<file path="src/rtl/pipe_hazard_ctrl.sv">
// Hazard and forwarding controller for the 16-bit MIPS pipeline.
// It tracks in-flight destination registers for the post-decode stages and
// produces operand forwarding selects, load-use and multi-cycle stalls, and
// a saturating stall-cycle counter.
module pipe_hazard_ctrl #(
  parameter int REG_AW     = 5,
  parameter int NUM_STAGES = 3,
  parameter int LOAD_READY = 2,
  parameter int MC_CYCLES  = 4,
  parameter int CNT_W      = 16,
  parameter int SEL_W      = $clog2(NUM_STAGES + 1)
) (
  input  logic              clk,
  input  logic              reset,
  input  logic              id_valid,
  input  logic [REG_AW-1:0] id_ra,
  input  logic [REG_AW-1:0] id_rb,
  input  logic              id_uses_ra,
  input  logic              id_uses_rb,
  input  logic [REG_AW-1:0] id_rd,
  input  logic              id_we,
  input  logic              id_is_load,
  input  logic              id_is_mc,
  input  logic              flush,
  output logic [SEL_W-1:0]  mux_sel_a,
  output logic [SEL_W-1:0]  mux_sel_b,
  output logic              stall,
  output logic [CNT_W-1:0]  stall_count
);

  typedef struct packed {
    logic              v;
    logic [REG_AW-1:0] rd;
    logic              we;
    logic              ld;
  } entry_t;

  typedef enum logic {RUN, BUSY} state_t;

  localparam int             MC_W    = $clog2(MC_CYCLES) + 1;
  localparam logic [MC_W-1:0] MC_LOAD = MC_W'(MC_CYCLES - 1);
  localparam logic [MC_W-1:0] MC_ONE  = MC_W'(1);

  entry_t             stg     [1:NUM_STAGES];
  entry_t             stg_nxt [1:NUM_STAGES];
  state_t             state, state_nxt;
  logic [MC_W-1:0]    mc_cnt, mc_cnt_nxt;
  logic [SEL_W-1:0]   sel_a_raw, sel_b_raw;
  logic               ld_a, ld_b;
  logic               load_use;
  logic               busy;

  function automatic logic is_writer(input entry_t e);
    return e.v && e.we && (e.rd != '0);
  endfunction

  assign busy = (state == BUSY);

  // Youngest matching writer per source; load-use hazard from that writer.
  always_comb begin
    // NOTE: every variable gets a default first so no path leaves it unassigned (no latches).
    sel_a_raw = '0;
    sel_b_raw = '0;
    ld_a      = 1'b0;
    ld_b      = 1'b0;
    // Walk oldest to youngest so the lowest stage index overrides.
    for (int k = NUM_STAGES; k >= 1; k--) begin
      if (is_writer(stg[k]) && id_uses_ra && (id_ra != '0) && (stg[k].rd == id_ra)) begin
        sel_a_raw = SEL_W'(k);
        ld_a      = stg[k].ld;
      end
      if (is_writer(stg[k]) && id_uses_rb && (id_rb != '0) && (stg[k].rd == id_rb)) begin
        sel_b_raw = SEL_W'(k);
        ld_b      = stg[k].ld;
      end
    end
    load_use = ((sel_a_raw != '0) && (int'(sel_a_raw) < LOAD_READY) && ld_a) ||
               ((sel_b_raw != '0) && (int'(sel_b_raw) < LOAD_READY) && ld_b);
  end

  // A multi-cycle op still occupying EX has no result yet, so stage 1 is not a source.
  assign mux_sel_a = (busy && sel_a_raw == SEL_W'(1)) ? '0 : sel_a_raw;
  assign mux_sel_b = (busy && sel_b_raw == SEL_W'(1)) ? '0 : sel_b_raw;

  assign stall = (id_valid && load_use && !flush) || busy;

  // Next state for the RUN/BUSY FSM, the EX occupancy counter and the stage entries.
  always_comb begin
    state_nxt  = state;
    mc_cnt_nxt = mc_cnt;
    stg_nxt    = stg;
    case (state)
      RUN: begin
        if (stall) begin
          stg_nxt[1] = '0;
        end else begin
          stg_nxt[1] = entry_t'{v: id_valid && !flush, rd: id_rd, we: id_we, ld: id_is_load};
        end
        if (id_valid && id_is_mc && !stall && !flush) begin
          state_nxt  = BUSY;
          mc_cnt_nxt = MC_LOAD;
        end
      end
      BUSY: begin
        // Stage 1 keeps the multi-cycle op; flush cannot abort it.
        mc_cnt_nxt = mc_cnt - MC_ONE;
        if (mc_cnt == MC_ONE) state_nxt = RUN;
      end
      default: state_nxt = RUN;
    endcase
    for (int k = 2; k <= NUM_STAGES; k++) begin
      stg_nxt[k] = (k == 2 && busy) ? '0 : stg[k-1];
    end
  end

  // State, counter and stage-entry registers with synchronous reset.
  always_ff @(posedge clk) begin
    // NOTE: sequential state uses non-blocking assignments so all registers update together.
    if (reset) begin
      state  <= RUN;
      mc_cnt <= '0;
      // NOTE: the stage entries are a few flops, not a RAM, so clearing them on reset is cheap and required.
      for (int k = 1; k <= NUM_STAGES; k++) stg[k] <= '0;
    end else begin
      state  <= state_nxt;
      mc_cnt <= mc_cnt_nxt;
      for (int k = 1; k <= NUM_STAGES; k++) stg[k] <= stg_nxt[k];
    end
  end

  // Saturating count of stalled cycles.
  always_ff @(posedge clk) begin
    if (reset) begin
      stall_count <= '0;
    end else if (stall && (stall_count != '1)) begin
      stall_count <= stall_count + CNT_W'(1);
    end
  end

endmodule

</file>
<file path="config.mk">
export PLATFORM = sky130hd
export DESIGN_NAME = pipe_hazard_ctrl
export DESIGN_NICKNAME = d
export VERILOG_FILES = /design/src/rtl/pipe_hazard_ctrl.sv
export SDC_FILE = /design/constraint.sdc
export NUM_CORES = 1
export LEC_CHECK = 0
export CORE_AREA = 2 2 93 95
export DETAILED_ROUTE_END_ITERATION = 12
export DIE_AREA = 0 0 95 97
export PLACE_DENSITY = 0.56
export SLEW_MARGIN = 25
export SYNTH_ARGS = -nofsm -noshare
export SYNTH_HDL_FRONTEND = slang
export SYNTH_SLANG_ARGS = --single-unit
</file>
<file path="constraint.sdc">
create_clock -name clk -period 2.6 [get_ports clk]
set_input_delay 0.52 -clock clk [delete_from_list [all_inputs] [get_ports clk]]
set_output_delay 0.52 -clock clk [all_outputs]
set_load 0.05 [all_outputs]
</file>
* Yosys cells after proc, flatten, opt, wreduce, memory -nomap -nowiden
Index checks and enable logic that the tools add are counted.
Cells by class: $add $sub $neg 2, reduce and logical (&&, ||, !) cells 49, bitwise operators 1, magnitude comparators 2, multiplexer cells 20, eq/ne operators 11
Operator list (count):
- $logic_and A1 B1 Y1 | 37
- $eq A5 B5 Y1 | 6
- $reduce_bool A5 Y1 | 5
- $add A16 B1 Y16 const B | 1
- $mux W2 | 8
- $ne A16 B16 Y1 const B | 1
- $mux W1 | 8
- $mux W8 | 1
- $pmux W3 S2 | 1
- $eq A2 B1 Y1 const B | 2
- $lt A2 B2 Y1 const B | 2
- $reduce_bool A2 Y1 | 2
- $eq A3 B1 Y1 const B | 1
- $mux W3 | 1
- $sub A3 B1 Y3 const B | 1
- $logic_not A1 Y1 | 2
- $logic_or A1 B1 Y1 | 2
- $ne A2 B2 Y1 const B | 1
- $pmux W1 S2 | 1
- $reduce_or A2 Y1 | 1
- $not A1 Y1 | 1
Word-level totals: word-level logic and storage cells 100, bits in registers 44

* Longest topological paths before layout
Gate-level depths: netlist of run 1.
word-level depth 20, depth in mapped cells 8, gate-level depth less buffers 7

* Worst setup path before layout of run 1
Ideal clock, no wire load.
path kind input to output, start input id_ra[1], end output mux_sel_a[0], required time 2.080 ns, stages on the path 5, data arrival time 2.287 ns, slack -0.207 ns, cells stage by stage or4_1 -> o21ai_1 -> nor3_1 -> nand2b_1 -> mux2i_1
Between the ends: word-level cells in the longest chain between the ends 9, elaborated cells on any way between the ends 16, classes of those cells eq/ne (4); mux (4); reduce/logical (8)
Ends and longest elaborated chain:
- start: declaration | line 16 | input logic [REG_AW-1:0] id_ra,
- $reduce_bool A5 Y1 | line 68 | if (is_writer(stg[k]) && id_uses_ra && (id_ra != '0) && (stg[k].rd == id_ra)) begin
- $logic_and A1 B1 Y1 (2 in a row) | line 68
- $mux W2 (2 in a row) | line 68
- $mux W2 (*) | line 68
- $eq A2 B1 Y1 | line 82 | assign mux_sel_a = (busy && sel_a_raw == SEL_W'(1)) ? '0 : sel_a_raw;
- $logic_and A1 B1 Y1 | line 82
- $mux W2 (*) | line 82
- end: declaration | line 25 | output logic [SEL_W-1:0] mux_sel_a,
Every way passes the cells marked *; elsewhere a longest branch is shown, timed or not.

* Worst setup path in the final report of run 1
start input id_rb[3], end output stall
Between the ends: word-level cells in the longest chain between the ends 13, elaborated cells on any way between the ends 24, classes of those cells order compare (1); eq/ne (3); mux (6); reduce/logical (14)
Ends and longest elaborated chain:
- start: declaration | line 17 | input logic [REG_AW-1:0] id_rb,
- $reduce_bool A5 Y1 | line 72 | if (is_writer(stg[k]) && id_uses_rb && (id_rb != '0) && (stg[k].rd == id_rb)) begin
- $logic_and A1 B1 Y1 (2 in a row) | line 72
- $mux W2 (3 in a row) | line 72
- $lt A2 B2 Y1 / $reduce_bool A2 Y1 (equally long branches) | line 78 | ((sel_b_raw != '0) && (int'(sel_b_raw) < LOAD_READY) && ld_b);
- $logic_and A1 B1 Y1 | line 78
- $logic_and A1 B1 Y1 (*) | line 78
- $logic_or A1 B1 Y1 (*) | line 77 | load_use = ((sel_a_raw != '0) && (int'(sel_a_raw) < LOAD_READY) && ld_a) ||
- $logic_and A1 B1 Y1 (*) (2 in a row) | line 85 | assign stall = (id_valid && load_use && !flush) || busy;
- $logic_or A1 B1 Y1 (*) | line 85
- end: declaration | line 27 | output logic stall,
Marks and branches as above.

==> Implementation_results.wiki, run 1 <==
{| class="wikitable"
! Metric !! Value
|-
| Antenna violations before repair || 0
|-
| Most frequent standard cell in the layout excluding fill and tap cells || buf_4
|-
| Routability cong. || 0.8265
|-
| Starting Density || 29.32%
|-
| Maximum number of pins on one net before global-route repair || 50
|-
| Leading area contributor after synthesis || dfxtp_1
|-
| Final Max Tran Viols || 0
|-
| Number of unique standard cell types used by synthesis || 46
|-
| TritonCTS clock tree || yes
|-
| Busiest metal layer after global routing || met2
|-
| Detailed-route wire length || 6.314 mm
|-
| Count of flip-flops with a built-in enable after synthesis || 0
|-
| Syn avg cell area || 8.609 sq um
|-
| Complex-gate fraction of the synthesized area || 14.06%
|-
| Sinks on Clock Net || 42
|-
| Post-detailed-placement half-perimeter wirelength || 4.518 mm
|-
| Layout area overhead || 49.53%
|-
| RSZ-0062 raised after global routing || yes
|-
| Fin cells || 469
|-
| Fmax || approximately 380 MHz
|-
| Dominant register cell in the synthesized netlist || dfxtp_1
|-
| Commonest non-fill, non-tap cells in the layout || buf_4, dfxtp_1, clkdlybuf4s50_1, nand3_1, nor2_1
|-
| Number of rows in the core area || 33
|-
| Power per Cell Area || 388.6 nW/um^2
|-
| Setup Viol. Count Final || 1
|-
| Clock latency at the later pin of the worst-skew pair || 290 ps
|-
| Fraction of synthesized cell area in xor and xnor cells || 11.39%
|-
| Endpoint arrival time on the critical path || ~2100 ps
|-
| Setup WS pre-CTS || -384.5 ps
|-
| Static power due to leakage || 1.355 nW
|-
| Fraction of layout cells with a size suffix above 1 || 28.85%
|-
| Class of the most critical hold timing path || flip-flop to flip-flop
|-
| First-pass GRT wire length || 10.67 mm
|-
| Width of the chip || 95 um
|-
| Vias post-DR || 2228
|-
| Per-cell routed wire length || 13.46 um
|-
| Global routing met3 resource utilization || under 10%
|-
| Rel. slew slack || approximately 58%
|-
| Top-level port count || 45
|-
| Period Utilization, post-route || 100.8%
|-
| Total clock buffers created by CTS || 5
|-
| Die area || 9215 sq um
|-
| Crit Path Max Fanout || 3
|-
| Fraction of the yosys area taken by sequential cells || 35.26%
|-
| Clock transition at the registers of the reported paths || roughly 80 ps
|-
| Hold-fix buffer count after cts || 0
|-
| Worst-case vdd ir drop || 0.0002334 V
|-
| Number of antenna repair diodes || 0
|-
| Top post-synthesis cells by area || dfxtp_1, xnor2_1, mux2_1, nor2b_1, nand3_1
|-
| Tmin final || around 2600 ps
|-
| # nets final || 390
|-
| Total routing resource utilization after global routing || 14.42%
|-
| Tightest Pin Transition || between 600 and 700 ps
|-
| Violations in the final reports || setup timing
|-
| Overall overflow remaining after global route || 0
|-
| Vertical extent of the die || between 90 and 100 um
|-
| Synth Net Count || about 300
|-
| Basic-gate share of the synthesized area counting and, or, nand and nor cells || 27.60%
|-
| GR met1 Demand/Resource || between 15 and 20%
|-
| Worst-case setup margin in the final layout || -20.97 ps
|-
| Fin Clk Skew || 8.452 ps
|-
| Vias in the first global route || 2277
|-
| Final standard cell utilization of the core || 43.84%
|-
| Yosys synthesis warning count || 0
|-
| Max Root-Sink Buffers || 2
|-
| Cell area after synthesis || 2385 sq um
|-
| Antenna-violating nets left || 0
|-
| Number of cells after detailed placement || 446
|-
| Run status || complete, but fails checks
|-
| Number of violations of the max-capacitance limit || 0
|-
| Post-synth ARST share || 0%
|-
| Synthesis-stage register bit count || 42
|-
| Critical path type || primary input to output pin
|-
| Nature of the critical path endpoint || output pin
|-
| Detailed-router iteration count before antenna repair || 4
|-
| Global Route met2 Usage || 25.26%
|-
| Proportion of synthesized area in mux cells || 6.978%
|-
| Number of standard cells after synthesis || 277
|-
| Final Hold Fails || 0
|-
| Master cell of the clock root buffer || clkbuf_8
|-
| Detailed router's first-iteration violation count || 67
|-
| Fraction of synthesized cell area taken by the top area cell type || 35.26%
|-
| Via/cell ratio || 4.751
|-
| Core Region || a little over 8000 sq um
|-
| Crit path launch type || primary input
|-
| H-Tree Level Count || 2
|-
| Largest family of logic cells by synthesized area || simple AND/OR/NAND/NOR gates
|-
| DRC || 0
|-
| Number of port buffers || 44
|-
| Data required time of the worst path || 2080 ps
|-
| Synthesized-area fraction occupied by adder cells || 1.574%
|}
==> per-stage QoR <==
stage	setup TNS [ps]	hold slack, ps	cell area (sq um)	power [mW]
floorplan	-5.091	438.4	2395	0.8135
global placement	-6571	455.0	3172	0.9159
detailed placement	-6783	458.3	3172	0.9178
CTS	-41.75	468.1	3463	1.382
global route	-553.5	483.9	3566	1.458
finish	-20.97	467.3	3566	1.386
==> power breakdown <==
part / total, mW / internal [mW] / leakage, nW / switching [mW]
Clock: 0.433 / 0.192 / 0.0408 / 0.241
Sequential: 0.691 / 0.664 / 0.345 / 0.0274
Combinational: 0.261 / 0.137 / 0.969 / 0.125
Total: 1.39 / 0.993 / 1.35 / 0.393
==> timing repair <==
action,4_1_cts,5_1_grt
gates resized for setup,53,17
pin swaps,15,15
setup endpoints to repair,12,14
buffers inserted,11,4
==> metal layers <==
layer | wire (um) | vias to the layer above | part of all wire, %
li1 | - | 1153 | -
met1 | 2769 | 1027 | 44
met2 | 3210 | 41 | 51
met3 | 259 | 7 | 4.1
met4 | 75 | 0 | 1.2
met5 | 0 | - | 0
==> final timing paths <==
| kind | from | end | slack (ps) | cells past startpoint |
|---|---|---|---|---|
| worst max-delay path | id_rb[3] | stall | -20 | 8 |
| worst min-delay path | stg[9]$_SDFF_PP0_ | stg[1]$_SDFF_PP0_ | 470 | 1 |
| worst max register to register | stg[21]$_SDFFE_PP0N_ | stall_count[14]$_SDFFE_PP0P_ | 60 | 11 |
| worst min register to register | stg[9]$_SDFF_PP0_ | stg[1]$_SDFF_PP0_ | 470 | 1 |
==> flip-flops by register name (all words and copies together) (netlist names) <==
name         count
stg             22
stall_count     16
mc_cnt           3
busy             1
==> synth_stat cells (2+ instances only) <==
library cell and count:
dfxtp_1 42, nand3_1 24, nor2_1 22, nor2b_1 20, xnor2_1 19, nand2_1 17
a21oi_1 15, mux2_1 13, xor2_1 12, nor3_1 11, and2_1 8, a211oi_1 7
clkbuf_1 7, inv_1 6, nand4_1 5, or4_1 5, o21ai_0 4, ha_1 3
a21boi_1 2, and2_0 2, and3_1 2, buf_1 2, mux2i_1 2, nand2b_1 2
nor4_2 2, o211ai_1 2, o211ai_2 2
==> kinds of logic after synthesis <==
kind of cell	count (synthesis)
AND/OR/NAND/NOR	124
AO/OA/AOI/OAI	45
flip-flops	42
XOR/XNOR	31
buffers and inverters	17
multiplexers	15
adder cells (fa/ha/maj)	3
==> critical path, cell delays in order <==
cell	delay (ps)
clkdlybuf4s15_2	210
or4_4	510
o21ai_4	210
nor4_4	80
o211ai_2	180
buf_4	140
nand2_2	50
buf_8	180
==> area by class of cell <==
class	count	area, sq um
well taps	105	131.4
clock inverters	3	23.77
inverters	6	22.52
clock buffers	5	68.82
repair buffers	90	802.0
flip-flops and latches	42	858.3
fillers	792	4568
multi-input cells	218	1659
Note: power is estimated with default switching activity, not from simulation.
==> inputs of run 2 (changes only) <==
- CORE_AREA: 2 2 93 95 -> 2 2 76 115
- DIE_AREA: 0 0 95 97 -> 0 0 78 117
- DONT_BUFFER_PORTS: unset -> 1
- PLACE_DENSITY: 0.56 -> 0.49
- TNS_END_PERCENT: unset -> 1
==> Implementation_results.wiki, run 2 (synthesis gave the netlist of run 1 again) <==
{| class="wikitable"
! Metric !! Value
|-
| Clock latency at the later pin of the worst-skew pair || 280 ps
|-
| Master cell of the clock root buffer || clkbuf_16
|-
| Max reg flops || 22
|-
| Worst flop-to-flop path endpoint || stall_count[5]$_SDFFE_PP0P_
|-
| Startpoint of the lowest-slack register-to-register path || stg[22]$_SDFFE_PP0N_
|-
| Fin Clk Skew || 3.893 ps
|-
| Vias post-DR || 2022
|-
| Crit Path Max Fanout || 4
|-
| Clock transition at the registers of the reported paths || 60 ps
|-
| Worst-case setup margin in the final layout || 18.87 ps
|-
| Post-detailed-placement half-perimeter wirelength || 4.632 mm
|-
| H-Tree Level Count || 2
|-
| Power per Cell Area || 546.0 nW/um^2
|-
| Total buffers and inverters traversed by the critical path || 1
|-
| Data required time of the worst path || 2080 ps
|-
| Number of rows in the core area || 41
|-
| First-pass GRT wire length || 9.867 mm
|-
| Via/cell ratio || 4.872
|-
| Setup slack of the worst register-to-register path || around 150 ps
|-
| Area of combinational cells with multiple inputs || 1525 sq um
|-
| Final total negative setup slack || 0 ps
|-
| Part of the total power dissipated in sequential elements || a little over two fifths
|-
| Logic pwr share || 8.8%
|-
| Starting Density || 29.05%
|-
| RSZ-0062 raised after global routing || yes
|-
| Crit path launch type || flip-flop
|-
| Commonest non-fill, non-tap cells in the layout || dfxtp_1, buf_4, nand3_1, nor2_1, nor2b_1
|-
| Sinks on Clock Net || 42
|-
| Width of the chip || 78 um
|-
| Antenna-violating nets left || 0
|-
| Die area || slightly above 9000 sq um
|-
| Hold-fix buffer count after cts || 0
|-
| Layout area overhead || 26.34%
|-
| Largest regs || stg x22, stall_count x16, mc_cnt x3
|-
| Most frequent standard cell in the layout excluding fill and tap cells || dfxtp_1
|-
| Endpoint arrival time on the critical path || 2060 ps
|-
| Per-cell routed wire length || 14.64 um
|-
| Detailed router's first-iteration violation count || 65
|-
| DRC || 0
|-
| Cells along the critical path || or4_4 > o211ai_4 > nor4_4 > o211ai_2 > nand2_1 > buf_6
|-
| Fmax || roughly 390 MHz
|-
| Wire length on met1 || 2.381 mm
|-
| Detailed-router iteration count before antenna repair || 4
|-
| Antenna violations before repair || 0
|-
| Static power due to leakage || 1.140 nW
|-
| Number of violations of the max-capacitance limit || 0
|-
| Run status || complete, no violations
|-
| Final Max Tran Viols || 0
|-
| Setup WS pre-CTS || between 3 and 4 ps
|-
| Fraction of layout cells with a size suffix above 1 || 20.78%
|-
| Portion of total power attributed to the clock network || 49.3%
|-
| DR WL met2 || 3.309 mm
|-
| Setup Viol. Count Final || 0
|-
| Core Region || 8208 sq um
|-
| Class of the most critical hold timing path || primary input to flip-flop
|-
| Tmin final || about 2600 ps
|-
| Vias in the first global route || roughly 2000
|-
| Slowest cell delay on critical path || roughly 550 ps
|-
| FF+latch area || roughly 850 sq um
|-
| Number of cells after detailed placement || a little over 400
|-
| Switching component of the power || 0.3576 mW
|-
| Count of filler cells inserted in the layout || 858
|-
| Cell class contributing the biggest share of worst-path delay || simple AND/OR/NAND/NOR gates
|-
| Top-level port count || 45
|-
| Maximum number of pins on one net before global-route repair || 50
|-
| Max Root-Sink Buffers || 2
|-
| Max stage delay cell, worst path || or4_4
|-
| Overall overflow remaining after global route || 0
|-
| Number of antenna repair diodes || 0
|-
| Final standard cell utilization of the core || 36.71%
|-
| Critical path type || flip-flop to output pin
|-
| Vertical extent of the die || between 100 and 150 um
|-
| Sw frac || between 20 and 25%
|-
| Worst-case vdd ir drop || 0.0003229 V
|-
| Largest reg by FF count || stg
|-
| Detailed-route wire length || 6.075 mm
|-
| Final Hold Fails || 0
|-
| Tightest Pin Transition || ~600 ps
|-
| Internal Pwr Total || roughly 1.3 mW
|-
| Top layer reached by signal wires || met4
|-
| Routed length on met3 || 311 um
|-
| Hold worst-path end || stg[18]$_SDFFE_PP0N_
|-
| Total clock buffers created by CTS || 5
|-
| Worst hold path startpoint || reset
|-
| Number of port buffers || 0
|-
| Fin cells || 415
|-
| Rel. slew slack || 60.04%
|-
| Total routing resource utilization after global routing || 13.81%
|-
| Worst reg2reg path depth || 7
|-
| Period Utilization, post-route || 99.27%
|-
| Number of cells on the worst hold path || 1
|-
| Nature of the critical path endpoint || output pin
|-
| TritonCTS clock tree || yes
|-
| # nets final || 334
|-
| Routability cong. || around 0.8
|}
==> run 2: cell types whose count changed in the layout (fill, tap and decap cells not counted), moves of 5 or more <==
cell | before | now
buf_4 | 45 | 31
clkdlybuf4s50_1 | 29 | 0
clkbuf_16 | 0 | 5
nor3_1 | 5 | 10
clkbuf_8 | 5 | 0
==> run 2: cell type report <==
class                   instances  area share, %
flip-flops and latches         42          28.32
repair buffers                 34          9.427
clock inverters                 3          2.284
inverters                       6         0.7475
clock buffers                   5          4.153
multi-input cells             218          50.62
well taps                     107          4.444
==> run 2: per-stage QoR <==
| stage | total power [mW] | hold slack, ps | area [sq um] |
|---|---|---|---|
| after floorplan | 0.8133 | 438.4 | 2392 |
| after global placement | 0.8386 | 455.0 | 2731 |
| after detailed placement | 0.8394 | 457.3 | 2731 |
| after CTS | 1.650 | 298.9 | 2939 |
| after global routing | 1.710 | 296.6 | 3013 |
| final | 1.645 | 309.9 | 3013 |
==> run 2: layer usage <==
metal,GRT usage (%),vias up
li1,-,1032
met1,14.38,943
met2,26.38,41
met3,3.604,6
met4,5.263,0
met5,0,-
==> run 2: how the worst max path moves through the flow <==
stage / from / endpoint / slack (ps) / cells past startpoint
3_3_place_gp: id_rb[1] / stall_count[5]$_SDFFE_PP0P_ / 30 / 7
2_1_floorplan: id_ra[1] / stall / -50 / 7
3_5_place_dp: id_rb[4] / stall_count[5]$_SDFFE_PP0P_ / 3 / 7
4_1_cts: stg[21]$_SDFFE_PP0N_ / stall / -10 / 6
5_1_grt: stg[18]$_SDFFE_PP0N_ / stall / -70 / 6
6_report: stg[18]$_SDFFE_PP0N_ / stall / 20 / 6
==> run 2: worst register-to-register path: cells and delay by family (launching register included) <==
kind	cells	cell delay (ps)
XOR/XNOR	1	140
AO/OA/AOI/OAI	2	650
flip-flops	1	430
multiplexers	1	360
buffers and inverters	1	210
AND/OR/NAND/NOR	2	540
==> run 2: power groups by stage <==
stage / clock network, mW / registers [mW] / logic [mW]
2_1_floorplan: 0 / 0.703 / 0.110
3_3_place_gp: 0 / 0.705 / 0.134
3_5_place_dp: 0 / 0.705 / 0.135
4_1_cts: 0.824 / 0.690 / 0.136
5_1_grt: 0.853 / 0.694 / 0.163
6_report: 0.810 / 0.690 / 0.144
==> run 2: timing repair <==
action                                  in CTS  in global routing
resized for setup                            1                 15
pin swaps                                    1                  7
endpoints found under the setup margin       3                  4
setup buffers                                1                  2
==> inputs of run 3 (changes only) <==
- CTS_BUF_LIST: unset -> sky130_fd_sc_hd__clkbuf_16
- clock period: 2.6 -> 2.42 ns (I/O delays scaled with it)
==> Implementation_results.wiki, run 3 (synthesis gave the netlist of run 1 again) <==
{| class="wikitable"
! Metric !! Value
|-
| Most frequent standard cell in the layout excluding fill and tap cells || buf_4
|-
| Count of filler cells inserted in the layout || 867
|-
| Setup slack of the worst register-to-register path || approximately 70 ps
|-
| FF+latch area || ~850 sq um
|-
| Sinks on Clock Net || 42
|-
| Number of cells after detailed placement || 417
|-
| Worst hold path startpoint || reset
|-
| Violations in the final reports || setup timing
|-
| Master cell of the clock root buffer || clkbuf_16
|-
| # nets final || 346
|-
| Setup Viol. Count Final || 3
|-
| Max Root-Sink Buffers || 2
|-
| Power per Cell Area || between 500 and 600 nW/um^2
|-
| Nature of the critical path endpoint || output pin
|-
| Fin Clk Skew || between 6 and 7 ps
|-
| Layout area overhead || 27.91%
|-
| Post-detailed-placement half-perimeter wirelength || between 4 and 5 mm
|-
| Run status || complete, but fails checks
|-
| Fmax || 396.8 MHz
|-
| Final standard cell utilization of the core || 37.16%
|-
| Clock latency at the later pin of the worst-skew pair || 280 ps
|-
| Startpoint of the lowest-slack register-to-register path || stg[19]$_SDFFE_PP0N_
|-
| H-Tree Level Count || 2
|-
| Overall overflow remaining after global route || 0
|-
| Rel. slew slack || 65.86%
|-
| Largest reg by FF count || stg
|-
| Crit Path Max Fanout || 2
|-
| Die area || approximately 9100 sq um
|-
| Starting Density || 29.05%
|-
| Core Region || 8208 sq um
|-
| Largest regs || stg x22, stall_count x16, mc_cnt x3
|-
| Vias post-DR || 2060
|-
| Fin cells || 425
|-
| Total clock buffers created by CTS || 5
|-
| Worst-case vdd ir drop || between 0.0002 and 0.00025 V
|-
| Commonest non-fill, non-tap cells in the layout || buf_4, dfxtp_1, nand3_1, nor2_1, nor2b_1
|-
| Layout Cell Area excl Fill || 3050 sq um
|-
| Crit path launch type || flip-flop
|-
| Worst-case setup margin in the final layout || -100.1 ps
|-
| Hold-fix buffer count after cts || 0
|-
| Per-cell routed wire length || around 15 um
|-
| Vias in the first global route || 1991
|-
| Static power due to leakage || 1.156 nW
|-
| Total routing resource utilization after global routing || 14.00%
|-
| Number of violations of the max-capacitance limit || 0
|-
| Number of cells on the worst hold path || 1
|-
| RSZ-0062 raised after global routing || yes
|-
| Detailed-router iteration count before antenna repair || 4
|-
| Final Max Tran Viols || 0
|-
| Detailed router's first-iteration violation count || 39
|-
| Total placed instance area || 2849 sq um
|-
| Area of combinational cells with multiple inputs || 1538 sq um
|-
| Fraction of layout cells with a size suffix above 1 || 23.27%
|-
| Vertical extent of the die || roughly 120 um
|-
| DRC || 0
|-
| Antenna-violating nets left || 0
|-
| Number of rows in the core area || 41
|-
| Max reg flops || 22
|-
| Class of the most critical hold timing path || primary input to flip-flop
|-
| Clock transition at the registers of the reported paths || around 60 ps
|-
| Endpoint arrival time on the critical path || 2040 ps
|-
| Hold worst-path end || stall_count[0]$_SDFFE_PP0P_
|-
| Width of the chip || 78 um
|-
| Detailed-route wire length || approximately 6.2 mm
|-
| TritonCTS clock tree || yes
|-
| Worst reg2reg path depth || 8
|-
| Tmin final || about 2500 ps
|-
| Maximum number of pins on one net before global-route repair || 50
|-
| Antenna violations before repair || 0
|-
| Number of antenna repair diodes || 0
|-
| Overall power consumption || between 1.5 and 2 mW
|-
| Routability cong. || approximately 0.9
|-
| Critical path type || flip-flop to output pin
|-
| Data required time of the worst path || 1940 ps
|-
| Top-level port count || 45
|-
| Worst flop-to-flop path endpoint || stall_count[12]$_SDFFE_PP0P_
|-
| Tightest Pin Transition || ~510 ps
|-
| Final Hold Fails || 0
|-
| Via/cell ratio || between 4 and 5
|-
| Number of port buffers || 0
|-
| Setup WS pre-CTS || -49.70 ps
|-
| Period Utilization, post-route || 104.1%
|-
| First-pass GRT wire length || 9.804 mm
|}
## run 3: cell types whose count changed in the layout (fill, tap and decap cells not counted), moves of 2 or more
cell / previous run / this run
buf_4: 31 / 42
bufinv_16: 2 / 0
mux2i_2: 2 / 0
mux2i_4: 0 / 2
## run 3: worst max-delay path by stage
stage                            start      endpoint  slack, ps  depth (start not counted)
floorplan                     id_ra[1]         stall        -50                          7
global placement              id_ra[1]         stall        -30                          7
detailed placement            id_ra[1]         stall        -50                          7
CTS                 stg[11]$_SDFF_PP0_  mux_sel_b[0]       -140                          6
global route        stg[11]$_SDFF_PP0_  mux_sel_a[0]       -190                          7
finish              stg[11]$_SDFF_PP0_  mux_sel_a[0]       -100                          7
## run 3: routing by layer
metal	track usage (%)	vias to the layer above	wire length, um
met5	0	-	0
met4	6.082	0	165
met3	3.374	9	288
met2	27.47	43	3473
met1	13.85	951	2285
li1	-	1057	-
## run 3: where the power goes
group / switching [mW] / internal [mW] / total [mW]
clock network: 0.250 / 0.367 / 0.616
registers: 0.0272 / 0.716 / 0.743
logic: 0.0845 / 0.0837 / 0.168
## run 3: layout make-up
type                       count  area share, %
multi-input combinational    218          50.41
sequential                    42          27.85
timing repair buffer          46          12.39
tap                          107          4.389
clock buffer                   5          4.102
inverter                       6         0.7383
clock inverter                 1         0.1231
## run 3: critical path: stages, from the launching register on
cell and delay, ps:
dfxtp_1 310, or4_4 540, o211ai_1 180, buf_4 150, nor3_2 40, nand2b_1 180
mux2i_4 190, buf_12 160
## run 3: stage by stage
step / setup TNS [ps] / hold WS [ps]
after floorplan: -109.5 / 438.4
after global routing: -1004 / 262.5
final: -290.5 / 270.9
after CTS: -428.2 / 257.1
after detailed placement: -161.5 / 468.2
after global placement: -34.05 / 465.4
## run 3: repair_timing
item                       in CTS  in global routing
hold endpoints to repair        0                  0
setup endpoints to repair       6                 13
gates resized for setup        12                  3
pin swaps                       4                  4
setup buffers                   1                  1
